`config.mk`:
```
export PLATFORM = sky130hd
export DESIGN_NAME = mem_port_arbiter
export DESIGN_NICKNAME = d
export VERILOG_FILES = /design/src/rtl/mem_port_arbiter_pkg.sv /design/src/rtl/mem_port_arbiter_timeout.sv /design/src/rtl/mem_port_arbiter.sv
export SDC_FILE = /design/constraint.sdc
export NUM_CORES = 1
export LEC_CHECK = 0
export ABC_AREA = 1
export CORE_MARGIN = 3
export CORE_UTILIZATION = 39
export CTS_BUF_LIST = sky130_fd_sc_hd__clkbuf_8 sky130_fd_sc_hd__clkbuf_16
export CTS_CLUSTER_DIAMETER = 30
export DETAILED_ROUTE_END_ITERATION = 10
export GPL_TIMING_DRIVEN = 0
export PLACE_DENSITY_LB_ADDON = 0.2
export SYNTH_ARGS = -nofsm -noshare
export SYNTH_HDL_FRONTEND = slang
export SYNTH_SLANG_ARGS = --single-unit
```
`constraint.sdc`:
```
create_clock -name clk -period 5 [get_ports clk]
set_input_delay 1 -clock clk [delete_from_list [all_inputs] [get_ports clk]]
set_output_delay 1 -clock clk [all_outputs]
set_load 0.1 [all_outputs]
```
`src/rtl/mem_port_arbiter_pkg.sv`:
```
package mem_port_arbiter_pkg;

  typedef enum logic [1:0] {
    IDLE = 2'd0,
    BUSY = 2'd1,
    RESP = 2'd2
  } state_t;

  localparam logic REQ_IF = 1'b0;
  localparam logic REQ_D  = 1'b1;

endpackage

```
`src/rtl/mem_port_arbiter_timeout.sv`:
```
module mem_timeout_ctr
  import mem_port_arbiter_pkg::*;
#(
  parameter int unsigned TIMEOUT = 255
) (
  input  logic clk,
  input  logic rst,
  input  logic clear,
  input  logic en,
  output logic expired
);

  localparam int unsigned CW = (TIMEOUT > 1) ? $clog2(TIMEOUT) : 1;
  localparam logic [CW-1:0] LAST = CW'(TIMEOUT - 1);

  logic [CW-1:0] count;

  always_ff @(posedge clk or posedge rst) begin
    if (rst) begin
      count <= '0;
    end else if (clear) begin
      count <= '0;
    end else if (en) begin
      count <= count + CW'(1);
    end
  end

  assign expired = (TIMEOUT != 0) && en && (count == LAST);

endmodule

```
`src/rtl/mem_port_arbiter.sv`:
```
module mem_port_arbiter
  import mem_port_arbiter_pkg::*;
#(
  parameter int unsigned ADDR_W     = 32,
  parameter int unsigned DATA_W     = 32,
  parameter int unsigned STARVE_MAX = 4,
  parameter int unsigned TIMEOUT    = 255
) (
  input  logic                clk,
  input  logic                rst,
  input  logic                halt,
  input  logic                if_valid,
  input  logic [ADDR_W-1:0]   if_addr,
  output logic                if_ready,
  output logic [DATA_W-1:0]   if_rdata,
  input  logic                d_valid,
  input  logic                d_we,
  input  logic [ADDR_W-1:0]   d_addr,
  input  logic [DATA_W-1:0]   d_wdata,
  input  logic [DATA_W/8-1:0] d_be,
  output logic                d_ready,
  output logic [DATA_W-1:0]   d_rdata,
  output logic                err,
  output logic                mem_req,
  output logic                mem_we,
  output logic [ADDR_W-1:0]   mem_addr,
  output logic [DATA_W-1:0]   mem_wdata,
  output logic [DATA_W/8-1:0] mem_be,
  input  logic                mem_ack,
  input  logic [DATA_W-1:0]   mem_rdata,
  output logic                busy
);

  localparam int unsigned SW = $clog2(STARVE_MAX + 1);
  localparam logic [SW-1:0] STARVE_LIM = SW'(STARVE_MAX);

  state_t        state, state_next;
  logic          gnt;
  logic [SW-1:0] streak;
  logic          grant;
  logic          grant_id;
  logic          done;
  logic          abort;
  logic          tmo_hit;

  always_ff @(posedge clk or posedge rst) begin
    if (rst) begin
      state <= IDLE;
    end else begin
      state <= state_next;
    end
  end

  always_comb begin
    state_next = state;
    grant      = 1'b0;
    grant_id   = REQ_IF;
    done       = 1'b0;
    abort      = 1'b0;
    unique case (state)
      IDLE: begin
        if (!halt) begin
          if (d_valid && (!if_valid || (streak < STARVE_LIM))) begin
            grant    = 1'b1;
            grant_id = REQ_D;
          end else if (if_valid) begin
            grant    = 1'b1;
            grant_id = REQ_IF;
          end
        end
        if (grant) begin
          state_next = BUSY;
        end
      end
      BUSY: begin
        if (mem_ack) begin
          done       = 1'b1;
          state_next = RESP;
        end else if (tmo_hit) begin
          abort      = 1'b1;
          state_next = RESP;
        end
      end
      RESP:    state_next = IDLE;
      default: state_next = IDLE;
    endcase
  end

  always_ff @(posedge clk or posedge rst) begin
    if (rst) begin
      gnt       <= REQ_IF;
      streak    <= '0;
      mem_req   <= 1'b0;
      mem_we    <= 1'b0;
      mem_addr  <= '0;
      mem_wdata <= '0;
      mem_be    <= '0;
      if_rdata  <= '0;
      d_rdata   <= '0;
      err       <= 1'b0;
    end else begin
      if (grant) begin
        gnt     <= grant_id;
        mem_req <= 1'b1;
        err     <= 1'b0;
        if (grant_id == REQ_D) begin
          mem_we    <= d_we;
          mem_addr  <= d_addr;
          mem_wdata <= d_wdata;
          mem_be    <= d_be;
          if (!if_valid) begin
            streak <= '0;
          end else if (streak != STARVE_LIM) begin
            streak <= streak + SW'(1);
          end
        end else begin
          mem_we    <= 1'b0;
          mem_addr  <= if_addr;
          mem_wdata <= '0;
          mem_be    <= '1;
          streak    <= '0;
        end
      end
      if (done || abort) begin
        mem_req <= 1'b0;
        err     <= abort;
        if (gnt == REQ_IF) begin
          if_rdata <= (done && !mem_we) ? mem_rdata : '0;
        end else begin
          d_rdata  <= (done && !mem_we) ? mem_rdata : '0;
        end
      end
    end
  end

  mem_timeout_ctr #(
    .TIMEOUT(TIMEOUT)
  ) u_timeout (
    .clk    (clk),
    .rst    (rst),
    .clear  (grant),
    .en     (state == BUSY),
    .expired(tmo_hit)
  );

  assign busy     = (state != IDLE);
  assign if_ready = (state == RESP) && (gnt == REQ_IF);
  assign d_ready  = (state == RESP) && (gnt == REQ_D);

endmodule

```
==> impl_metrics.env <==
export IMPL_status="completed"
export IMPL_area_growth_syn_to_layout_pct=57.9
export IMPL_path_class="flop to primary output"
export IMPL_dr_pass1_iters=7
export IMPL_grt_pass1_vias=6231
export IMPL_path_clk_slew_ps=60
export IMPL_place_congestion=0.815
export IMPL_numPortBuffers=276
export IMPL_grt_pass1_wl_um=32000
export IMPL_hold_viol=0
export IMPL_numCtsBuffers=17
export IMPL_fmax_ghz=0.258
export IMPL_relSlewSlack_pct=29.3
export IMPL_max_cap_violations=0
export IMPL_place_area_um2=9580
export IMPL_grt_total_usage_pct=22.4
export IMPL_yosys_register_bits=149
export IMPL_die_x_um=135
export IMPL_io_pins=277
export IMPL_rsz0062_at_grt="no"
export IMPL_final_period_utilization_pct=77.4
export IMPL_fin_tns_setup_ps=0
export IMPL_drt_iter0_drc=380
export IMPL_synth_distinct_cells=25
export IMPL_finish_utilization_pct=63.5
export IMPL_r2r_slack_ps=3330
export IMPL_synth_warnings=0
export IMPL_cts_sinks=149
export IMPL_ant_nets=0
export IMPL_synth_seq_area_share_pct=57.7
export IMPL_initial_core_util_pct=40.2
export IMPL_root_buffer="clkbuf_16"
export IMPL_antenna_cells=0
export IMPL_routed_via_density=4.76
export IMPL_setup_viol=0
export IMPL_period_minus_slack_ps=3870
export IMPL_wl_met2_um=9510
export IMPL_syn_area_um2=6460
export IMPL_slew_violations=0
export IMPL_die_y_um=135
export IMPL_drive_gt1_share_pct=7.08
export IMPL_cts_buffer_depth=2
export IMPL_core_area_um2=16100
export IMPL_dieArea_um2=18100
export IMPL_ctsHoldBuffers=0
export IMPL_layout_nets=1218
export IMPL_crit_arrival_ps=2870
export IMPL_syn_inst=776
export IMPL_met3_length_um=1970
export IMPL_grt_remaining_overflow=0
export IMPL_cts_tree="built"
export IMPL_core_rowCount=46
export IMPL_clock_skew_ps=8.93
export IMPL_path_max_fanout=10
export IMPL_clkLatencyLatePin_ps=420
export IMPL_cts_setup_buffers=0
export IMPL_yosys_top_cells_area="dfrtp_1 58%, nand2_1 20%, nand4_1 6.3%"
export IMPL_drt_total_wl_um=20200
export IMPL_worstPathRequired_ps=4000
export IMPL_top_layer="met4"
export IMPL_dp_hpwl_um=15300
export IMPL_synth_largest_area_cell="dfrtp_1"
export IMPL_min_path_type="flop to flop"
export IMPL_syn_nets=919
export IMPL_antenna_found_initial=0
export IMPL_cts_resized=0
export IMPL_drt_met1_wl_um=8240
export IMPL_endpoint_kind="primary output"
export IMPL_drcViolationCount=0
export IMPL_num_vias=6211
export IMPL_wl_per_cell_um=15.5
export IMPL_cp_start_kind="flop"
export IMPL_synth_top_area_share_pct=57.7
export IMPL_grt_max_degree=40
export IMPL_synth_area_per_cell_um2=8.33
export IMPL_htreeDepth=4
export IMPL_worst_slew_pin_slew_ps=1060
export IMPL_finish_instance_area_um2=10200
-- state kept, by name, summed over array words and instances (netlist names) --
register and count:
d_rdata 32, if_rdata 32, mem_addr 32, mem_wdata 32, u_timeout.count 8, mem_be 4
streak 3, state 2, err 1, gnt 1, mem_req 1, mem_we 1
-- synthesized netlist by cell type --
master      n
nand2_1   340
dfrtp_1   149
nand4_1    65
inv_1      50
nor2_1     40
o21ai_1    31
buf_2      29
clkbuf_1   14
o21ai_0    13
nand3_1    11
a21oi_1     5
buf_1       4
ha_1        4
nand2_2     4
o22a_1      4
clkinv_1    2
inv_2       2
nor3_1      2
buf_4       1
buf_6       1
nand3b_1    1
nand4_2     1
nor2_2      1
nor2_4      1
nor3b_1     1
-- cell type report --
type                            count  area, um^2
Fill cell                        1383        5860
Sequential cell                   149        3730
Timing Repair Buffer              280        2840
Multi-Input combinational cell    524        2300
Clock buffer                       19         453
Tap cell                          216         270
Buffer                             49         231
Inverter                           54         206
Clock inverter                     13         170
-- critical path, cell delays in order (launching register included) --
cell and delay, ps:
dfrtp_1 320, buf_2 190, clkinv_1 230, clkbuf_1 300
nor3_1 180, clkdlybuf4s50_1 1220
-- logic make-up (layout without fill, tap and decap cells) --
kind of cell / after synthesis / count (layout) / share of synthesized area, %
buffers and inverters: 103 / 415 / 6.72
adder cells (fa/ha/maj): 4 / 4 / 0.775
flip-flops: 149 / 149 / 57.7
AO/OA/AOI/OAI: 53 / 53 / 4.34
AND/OR/NAND/NOR: 467 / 467 / 30.5
-- placed cells by master (no fill, tap or decap), drive strengths merged, types with 7 or more instances in the layout --
cell,n
inv,54
o21ai,44
clkbuf,33
nand2,344
nand3,11
clkdlybuf4s50,276
nand4,66
nor2,42
buf,39
clkinvlp,7
dfrtp,149
-- layer usage --
metal,track usage (%),vias up
met2,35.8,235
li1,-,3073
met1,27.8,2883
met5,0,-
met3,8.61,20
met4,8.09,0
-- metrics by stage --
step / hold WS [ps] / setup slack (ps) / cells
final: 470 / 1130 / 1304
after global routing: 494 / 947 / 1304
after CTS: 473 / 1090 / 1304
after detailed placement: 458 / 1550 / 1272
after global placement: 453 / 737 / 1268
after floorplan: 501 / 1100 / 776
-- path summary, 6_finish.rpt --
kind                                            end                      from  depth (start not counted)
max reg2reg                 mem_addr[1]$_DFFE_PP0P_      state[0]$_DFFE_PP0P_                          6
min                        if_rdata[16]$_DFFE_PP0P_  if_rdata[16]$_DFFE_PP0P_                          2
min reg2reg                if_rdata[16]$_DFFE_PP0P_  if_rdata[16]$_DFFE_PP0P_                          2
max                                         d_ready           gnt$_DFFE_PP0P_                          5
max in group asynchronous   if_rdata[2]$_DFFE_PP0P_                       rst                          5
min in group asynchronous  mem_addr[22]$_DFFE_PP0P_                       rst                          2
Power is left out: the tool's default activity adds up to more than one toggle a clock period on the data nets, which glitch-free logic cannot reach.
